### src/rtl/qpl_pkg.sv
// Shared types and default widths for the QuickPageLite stream ingress slice.
package qpl_pkg;

    localparam int QPL_DATA_W  = 32;
    localparam int QPL_USER_W  = 8;
    localparam int QPL_BLOCK_W = 8;
    localparam int QPL_OFF_W   = 3;
    localparam int QPL_LEN_W   = 16;

    typedef enum logic [1:0] {
        ST_IDLE = 2'd0,
        ST_PKT  = 2'd1,
        ST_DESC = 2'd2
    } state_t;

    // Descriptor fields are sized by the package defaults; the ingress top is
    // expected to be instantiated with matching widths.
    typedef struct packed {
        logic [QPL_BLOCK_W-1:0] head;
        logic [QPL_LEN_W-1:0]   len;
        logic [QPL_USER_W-1:0]  user;
        logic                   ovf;
    } desc_t;

endpackage

### src/rtl/qpl_blk_prefetch.sv
// Spare-block register: keeps one allocator block ready so a packet start or a
// block boundary never has to wait for a request round trip when grants are timely.
module qpl_blk_prefetch
    import qpl_pkg::*;
#(
    parameter int BLOCK_W = QPL_BLOCK_W
) (
    input  logic               i_clk,
    input  logic               i_rstn,
    input  logic               i_blk_full,
    input  logic               i_alloc_gnt,
    input  logic [BLOCK_W-1:0] i_alloc_idx,
    input  logic               i_consume,
    output logic               o_alloc_req,
    output logic               o_nxt_vld,
    output logic [BLOCK_W-1:0] o_nxt_idx
);

    logic               nxt_vld_reg;
    logic [BLOCK_W-1:0] nxt_idx_reg;
    logic               want_blk;
    logic               load;

    assign want_blk = !nxt_vld_reg && !i_blk_full;

    // A grant only counts when it answers a live request; stray grants are dropped.
    assign load = i_alloc_gnt && want_blk;

    // Request is held low while reset is asserted so every output reads zero.
    assign o_alloc_req = i_rstn && want_blk;
    assign o_nxt_vld   = nxt_vld_reg;
    assign o_nxt_idx   = nxt_idx_reg;

    always_ff @(posedge i_clk or negedge i_rstn) begin
        if (!i_rstn) begin
            nxt_vld_reg <= 1'b0;
            nxt_idx_reg <= '0;
        end else if (i_consume) begin
            nxt_vld_reg <= 1'b0;
        end else if (load) begin
            nxt_vld_reg <= 1'b1;
            nxt_idx_reg <= i_alloc_idx;
        end
    end

endmodule

### src/rtl/qpl_strm_ingress.sv
// Stream ingress for one QuickPageLite channel: packs beats into allocator blocks,
// links blocks lazily through the aux port and emits one descriptor per packet.
module qpl_strm_ingress
    import qpl_pkg::*;
#(
    parameter int  DATA_W  = QPL_DATA_W,
    parameter int  USER_W  = QPL_USER_W,
    parameter int  BLOCK_W = QPL_BLOCK_W,
    parameter int  OFF_W   = QPL_OFF_W,
    parameter int  LEN_W   = QPL_LEN_W,
    localparam int ADDR_W  = BLOCK_W + OFF_W
) (
    input  logic               i_clk,
    input  logic               i_rstn,
    input  logic               i_s_vld,
    output logic               o_s_rdy,
    input  logic [DATA_W-1:0]  i_s_data,
    input  logic [USER_W-1:0]  i_s_user,
    input  logic               i_s_last,
    input  logic               i_blk_full,
    input  logic [BLOCK_W:0]   i_blk_avail,
    output logic               o_alloc_req,
    input  logic               i_alloc_gnt,
    input  logic [BLOCK_W-1:0] i_alloc_idx,
    output logic               o_mem_we,
    output logic [ADDR_W-1:0]  o_mem_addr,
    output logic [DATA_W-1:0]  o_mem_wdata,
    output logic               o_aux_we,
    output logic [BLOCK_W-1:0] o_aux_addr,
    output logic [BLOCK_W-1:0] o_aux_data,
    output logic               o_desc_vld,
    input  logic               i_desc_rdy,
    output logic [BLOCK_W-1:0] o_desc_head,
    output logic [LEN_W-1:0]   o_desc_len,
    output logic [USER_W-1:0]  o_desc_user,
    output logic               o_desc_ovf
);

    localparam logic [OFF_W-1:0] OFF_ONE = OFF_W'(1);

    state_t             state_reg;
    state_t             state_next;
    logic [OFF_W-1:0]   off_reg;
    logic [BLOCK_W-1:0] cur_reg;
    desc_t              desc_reg;

    logic               mem_we_reg;
    logic [ADDR_W-1:0]  mem_addr_reg;
    logic [DATA_W-1:0]  mem_wdata_reg;
    logic               aux_we_reg;
    logic [BLOCK_W-1:0] aux_addr_reg;
    logic [BLOCK_W-1:0] aux_data_reg;

    logic               nxt_vld;
    logic [BLOCK_W-1:0] nxt_idx;
    logic               s_rdy;
    logic               desc_vld;
    logic               accept;
    logic               at_boundary;
    logic               consume;
    logic [BLOCK_W-1:0] wr_blk;
    logic [OFF_W-1:0]   wr_off;
    logic               unused_blk_avail;

    // Free-block count is informational; control relies on i_blk_full alone.
    assign unused_blk_avail = ^i_blk_avail;

    qpl_blk_prefetch #(
        .BLOCK_W (BLOCK_W)
    ) u_prefetch (
        .i_clk       (i_clk),
        .i_rstn      (i_rstn),
        .i_blk_full  (i_blk_full),
        .i_alloc_gnt (i_alloc_gnt),
        .i_alloc_idx (i_alloc_idx),
        .i_consume   (consume),
        .o_alloc_req (o_alloc_req),
        .o_nxt_vld   (nxt_vld),
        .o_nxt_idx   (nxt_idx)
    );

    // off_reg wraps to zero once a block is full, so zero inside a packet means
    // the next beat must open a fresh block.
    assign accept      = i_s_vld && s_rdy;
    assign at_boundary = (state_reg == ST_PKT) && (off_reg == '0);
    assign consume     = accept && ((state_reg == ST_IDLE) || at_boundary);
    assign wr_blk      = consume ? nxt_idx : cur_reg;
    assign wr_off      = consume ? '0 : off_reg;

    always_ff @(posedge i_clk or negedge i_rstn) begin
        if (!i_rstn) begin
            state_reg <= ST_IDLE;
        end else begin
            state_reg <= state_next;
        end
    end

    always_comb begin
        state_next = state_reg;
        case (state_reg)
            ST_IDLE, ST_PKT: begin
                if (accept) begin
                    state_next = i_s_last ? ST_DESC : ST_PKT;
                end
            end
            ST_DESC: begin
                if (i_desc_rdy) begin
                    state_next = ST_IDLE;
                end
            end
            default: state_next = ST_IDLE;
        endcase
    end

    always_comb begin
        s_rdy    = 1'b0;
        desc_vld = 1'b0;
        case (state_reg)
            ST_IDLE: s_rdy    = nxt_vld;
            ST_PKT:  s_rdy    = (off_reg != '0) ? 1'b1 : nxt_vld;
            ST_DESC: desc_vld = 1'b1;
            default: begin
                s_rdy    = 1'b0;
                desc_vld = 1'b0;
            end
        endcase
    end

    always_ff @(posedge i_clk or negedge i_rstn) begin
        if (!i_rstn) begin
            off_reg       <= '0;
            cur_reg       <= '0;
            desc_reg      <= '0;
            mem_we_reg    <= 1'b0;
            mem_addr_reg  <= '0;
            mem_wdata_reg <= '0;
            aux_we_reg    <= 1'b0;
            aux_addr_reg  <= '0;
            aux_data_reg  <= '0;
        end else begin
            mem_we_reg <= accept;
            aux_we_reg <= accept && at_boundary;

            if (accept) begin
                mem_addr_reg  <= {wr_blk, wr_off};
                mem_wdata_reg <= i_s_data;
                off_reg       <= consume ? OFF_ONE : off_reg + 1'b1;
                if (consume) begin
                    cur_reg <= nxt_idx;
                end
            end

            // The link is written only when the next block is really needed,
            // landing in the same cycle as that block's first data word.
            if (accept && at_boundary) begin
                aux_addr_reg <= cur_reg;
                aux_data_reg <= nxt_idx;
            end

            if (accept && (state_reg == ST_IDLE)) begin
                desc_reg.head <= nxt_idx;
                desc_reg.len  <= QPL_LEN_W'(1);
                desc_reg.user <= i_s_user;
                desc_reg.ovf  <= 1'b0;
            end else if (accept) begin
                if (&desc_reg.len) begin
                    desc_reg.ovf <= 1'b1;
                end else begin
                    desc_reg.len <= desc_reg.len + 1'b1;
                end
            end
        end
    end

    assign o_s_rdy     = s_rdy;
    assign o_mem_we    = mem_we_reg;
    assign o_mem_addr  = mem_addr_reg;
    assign o_mem_wdata = mem_wdata_reg;
    assign o_aux_we    = aux_we_reg;
    assign o_aux_addr  = aux_addr_reg;
    assign o_aux_data  = aux_data_reg;
    assign o_desc_vld  = desc_vld;
    assign o_desc_head = desc_reg.head;
    assign o_desc_len  = desc_reg.len;
    assign o_desc_user = desc_reg.user;
    assign o_desc_ovf  = desc_reg.ovf;

endmodule
### config.mk
export PLATFORM = sky130hd
export DESIGN_NAME = qpl_strm_ingress
export DESIGN_NICKNAME = d
export VERILOG_FILES = /design/src/rtl/qpl_pkg.sv /design/src/rtl/qpl_blk_prefetch.sv /design/src/rtl/qpl_strm_ingress.sv
export SDC_FILE = /design/constraint.sdc
export NUM_CORES = 1
export LEC_CHECK = 0
export CORE_MARGIN = 8
export CORE_UTILIZATION = 41
export CTS_BUF_LIST = sky130_fd_sc_hd__clkbuf_8
export CTS_CLUSTER_SIZE = 20
export DETAILED_ROUTE_END_ITERATION = 10
export PLACE_DENSITY = 0.74
export SYNTH_ARGS = -nofsm -noshare
export SYNTH_HDL_FRONTEND = slang
export SYNTH_SLANG_ARGS = --single-unit
### constraint.sdc
create_clock -name i_clk -period 2.17 [get_ports i_clk]
set_input_delay 0.217 -clock i_clk [delete_from_list [all_inputs] [get_ports i_clk]]
set_output_delay 0.217 -clock i_clk [all_outputs]
set_load 0.01 [all_outputs]
# --- Word level (Yosys, flattened, before mapping) ---
# Index checks and enable logic that the tools add are counted.
totals:
  reg_bits: 116
  out_inout_bits: 97
op_classes:
  n_reduce_logical: 23
  n_mux: 18
  bitwise: 1
  n_eq_ne: 5
  add_sub_neg: 2
op_table:
  columns: ["op", "count"]
  rows:
  - ["$mux 16", 3]
  - ["$add 16x1->16 const B", 1]
  - ["$reduce_and 16->1", 1]
  - ["$logic_and 1x1->1", 8]
  - ["$mux 8", 1]
  - ["$reduce_and 2->1", 4]
  - ["$mux 1", 7]
  - ["$mux 2", 3]
  - ["$mux 3", 2]
  - ["$ne 2x2->1 const B", 3]
  - ["$reduce_bool 2->1", 3]
  - ["$pmux 2 s2", 1]
  - ["$add 3x1->3 const B", 1]
  - ["$logic_not 3->1", 1]
  - ["$reduce_bool 3->1", 1]
  - ["$eq 2x1->1 const B", 1]
  - ["$eq 2x2->1 const B", 1]
  - ["$logic_not 1->1", 2]
  - ["$logic_not 2->1", 1]
  - ["$pmux 1 s2", 1]
  - ["$reduce_or 2->1", 1]
  - ["$logic_or 1x1->1", 1]
  - ["$not 1->1", 1]

# --- Logic depth before layout (Yosys ltp) ---
logic_depth:
  ltp_word: 7
  ltp_mapped: 10
  mapped_depth_nobuf: 8

# --- Cells and area by module ---
# A second synthesis with hierarchy kept.
hier_totals:
  hier_cells: 431
  area_unflattened_um2: 4479.3
modules_own_cells:
  columns: ["mod", "area_each_um2", "seq_area_each_um2", "instances", "cells_each"]
  rows:
  - ["qpl_strm_ingress", 4117.7, 2477.4, 1, 409]
  - ["qpl_blk_prefetch", 361.6, 225.2, 1, 22]

# --- Worst setup path after synthesis ---
# Ideal clock, no wire load.
synth_timing:
  kind: "flip-flop to flip-flop"
  startpoint: "register desc_reg (netlist bit o_desc_len[0])"
  endpoint: "register desc_reg (netlist bit o_desc_len[10])"
  setup_time_ps: 78
  arrival_ps: 1936
  slack_ps: 156
  stages_incl_launch_ff: 8
  n_path_buf: 1
  period_less_slack_ps: 2014
  cell_sequence: "dfrtp_1 ha_1 and4_1 and4_4 buf_6 or3_1 or3_1 a21oi_1"
synth_via:
  elab_chain_cells: 4
  elab_cells_between_ends: 7
  cone_classes: "1 x add/sub; 1 x eq/ne; 3 x mux; 2 x reduce/logical"
synth_lines:
  columns: ["element", "line", "rtl"]
  rows:
  - ["start, declared", "qpl_strm_ingress.sv:45", "desc_t desc_reg;"]
  - ["$add 16x1->16", "qpl_strm_ingress.sv:169", "desc_reg.len <= desc_reg.len + 1'b1;"]
  - ["$mux 16", "qpl_strm_ingress.sv:166", "if (&desc_reg.len) begin"]
  - ["$mux 16", "qpl_strm_ingress.sv:165", "end else if (accept) begin"]
  - ["$mux 16", "qpl_strm_ingress.sv:160", "if (accept && (state_reg == ST_IDLE)) begin"]
# Parallel ways exist; a longest one is shown, timed or not. The select of a mux whose other input is x is not followed.
# A chain may end at the register's enable or synchronous reset.

# --- Final worst setup path ---
# Ends and elaborated chain as after synthesis.

==> results.py <==
metrics = {
    "finish": {
        "layout-drive-gt1-share_pct": 10.68,
        "n_fill_cell": 935,
        "finish.utilization_pct": 59.99,
        "multi_input_area_mm2": 0.001647,
        "syn_to_final_growth_pct": 44.44,
        "nets": 661,
        "antenna_cells": 0,
        "fin_area_mm2": 0.006417,
        "regArea_mm2": 0.002703,
        "largest_register_ffs": 32,
    },
    "power": {
        "p_leak_nw": 3.030,
        "seqPwrFrac_pct": 40.7,
        "vdd_ir_drop_max_v": 0.0006755,
        "clkPwrFrac_pct": 16.5,
        "sw_frac_of_total_pct": 34.97,
        "power_density_mw_per_mm2": 1293,
        "p_comb_share_pct": 42.8,
        "power.switching_mw": 2.902,
        "p_int_mw": 5.397,
    },
    "logic_synthesis": {
        "yosysTopAreaCellShare_pct": 60.83,
        "async_reset_ff_share_pct": 100.0,
        "ys_seq_elements": 108,
        "synth_edf_count": 0,
        "synth.largest_area_cell": "dfrtp_1",
        "synthFlopType": "dfrtp_1",
        "ys_seq_area_share_pct": 60.83,
        "synthCells": 437,
        "synth_area_mm2": 0.004443,
        "yosys-top-cells-area": "dfrtp_1 61%, nand2_1 15%, mux2_2 6.1%",
        "yosysWarningCount": 0,
        "avgSynthCellArea_um2": 10.17,
        "ys_top_cells_by_count": "181 x nand2_1, 108 x dfrtp_1, 24 x mux2_2",
        "synth_nets": 504,
        "synth.most_common_cell": "nand2_1",
        "synth.distinct_cells": 42,
    },
    "hold_path": {
        "holdPathEnd": "o_mem_wdata[21]$_DFFE_PN0P_",
        "hp-start": "i_s_data[21]",
        "min_delay_path_depth": 3,
        "holdCritPathClass": "primary input to register",
    },
    "clocking": {
        "h-tree-depth": 3,
        "clkTransAtPathRegs_ns": 0.10,
        "clkSinkCount": 108,
        "cts-root-buf": "clkbuf_8",
        "numCtsBuffers": 9,
        "cts_tree": "built",
        "clk-insertion-delay-late_ns": 0.36,
        "cts_max_path_buffers": 2,
    },
    "sta": {
        "finalCritPeriodShare_pct": 96.22,
        "hold_ws_ns": 0.3682,
        "rsz0062_at_grt": "no",
        "fin_crit_ns": 2.088,
        "clock_skew_ns": 0.008611,
        "fin_setup_tns_ns": 0,
        "final-max-slew-violation-count": 0,
        "max-slew-margin-rel_pct": 57.83,
        "fmax_mhz": 478.9,
        "finalHoldViolCount": 0,
        "setup_violations": 0,
        "worstMarginPinSlew_ns": 0.6302,
    },
    "setup_path": {
        "cp_max_fo": 6,
        "reg2reg_slack_ns": 0.08,
        "worstPathCellList": "ha_1 > and4_1 > and4_4 > or3_1 > or3_1 > a21oi_1",
        "cp_slowest_cell": "dfrtp_1",
        "reg2regPathDepth": 6,
        "worstSetupEndpointType": "register",
        "max_stage_delay_ns": 0.46,
        "crit_buf_inv": 0,
        "critPathLaunch": "o_desc_len[0]$_DFFE_PN0P_",
        "crit_family": "simple AND/OR/NAND/NOR gates",
        "cpMostUsedCell": "or3_1",
        "timing.rr.start": "o_desc_len[0]$_DFFE_PN0P_",
        "critPathKind": "register to register",
        "cp.arrival_ns": 2.38,
        "startpoint_type": "register",
        "required_ns": 2.46,
        "timing.rr.end": "o_desc_len[10]$_DFFE_PN0P_",
    },
    "placed_design": {
        "dp_hpwl_mm": 8.818,
        "io_buffers": 151,
        "gp_congestion": 0.8031,
        "placed_cell_area_mm2": 0.006145,
    },
    "global_routing": {
        "grt_pass1_wl_mm": 19.55,
        "grt_use_total_pct": 16.76,
        "grt_overflow_total": 0,
        "grt_pass1_vias": 3817,
        "grt_antenna_before_repair": 0,
        "grt_max_degree": 109,
    },
    "outcome": {
        "status": "finished clean",
    },
    "die": {
        "core_mm2": 0.01070,
        "row_count": 38,
        "die_w_um": 120.1,
        "top_level_ports": 161,
        "start_util_pct": 41.53,
        "die_area_mm2": 0.01442,
        "fp.dieH_um": 120.1,
    },
    "drt": {
        "drtPass1Iterations": 5,
        "vias_per_cell": 4.928,
        "wl_mm": 12.10,
        "antenna_left": 0,
        "drt-initial-drc-count": 202,
        "wire_per_inst_um": 16.37,
        "num_vias": 3642,
        "route.detailed.drc": 0,
    },
    "run": {
        "maxCapViolations": 0,
    },
}
-- power by group through the flow --
stage	logic, mW	clock network [mW]	registers [mW]
after CTS	3.62	1.41	3.38
final	3.55	1.37	3.37
after global placement	3.46	0	3.37
after detailed placement	3.55	0	3.41
after floorplan	1.29	0	3.59
after global routing	3.89	1.48	3.49
-- worst max path at each step --
stage | endpoint | slack, ns | cells past startpoint
3_3_place_gp | o_desc_len[2]$_DFFE_PN0P_ | 0.14 | 8
2_1_floorplan | o_desc_len[10]$_DFFE_PN0P_ | 0.16 | 7
6_report | o_desc_len[10]$_DFFE_PN0P_ | 0.08 | 6
5_1_grt | o_desc_len[7]$_DFFE_PN0P_ | 0.004 | 6
3_5_place_dp | o_desc_len[2]$_DFFE_PN0P_ | 0.05 | 8
4_1_cts | o_s_rdy | 0.003 | 6
-- placed cells by master, fill, tap and decap left out, types with 3 or more instances in the layout --
cell,instances
or3_1,3
clkdlybuf4s50_1,149
and4_1,4
a21oi_1,7
o21ai_0,3
a22o_1,4
nand2_1,181
ha_1,3
nor2_1,16
xnor2_1,5
nor4_1,3
mux2_2,24
inv_1,9
nand3_1,9
dfrtp_1,108
buf_4,14
clkbuf_8,11
nand2b_1,4
-- what timing repair did --
action / CTS / global route
resized for setup: 3 / 3
hold buffers: 1 / 0
endpoints found under the setup margin: 1 / 3
hold endpoints to repair: 108 / 0
buffers inserted: 1 / 0
-- per-layer routing --
layer / part of all wire, % / global-route usage (%)
met5: 0 / 0
met4: 0.94 / 4.996
met3: 9.3 / 6.858
met2: 48 / 27.03
met1: 42 / 20.18
-- through the flow --
step	total power, mW	setup slack (ns)	cells
floorplan	4.874	0.1559	437
global placement	6.823	0.1393	721
detailed placement	6.960	0.04592	721
finish	8.299	0.08198	739
CTS	8.404	0.002640	739
global route	8.860	0.004097	739
-- kinds of logic after synthesis --
family                   synth area share [%]
XOR/XNOR                                1.183
AND/OR/NAND/NOR                         23.40
flip-flops                              60.83
adder cells (fa/ha/maj)                0.8449
buffers and inverters                   2.788
AO/OA/AOI/OAI                           4.421
multiplexers                            6.533
-- area by class of cell --
cell class / count / share of cell area, %
clock inverter: 5 / 1.189
timing repair buffer: 166 / 25.54
sequential: 108 / 42.11
tap: 140 / 2.730
inverter: 7 / 0.4094
multi-input combinational: 302 / 25.66
clock buffer: 11 / 2.359
-- worst min-delay path, delay by kind of cell --
family                 cells  cell delay [ns]
buffers and inverters      1             0.39
AND/OR/NAND/NOR            2             0.09
Power figures use the tool's default switching activity.
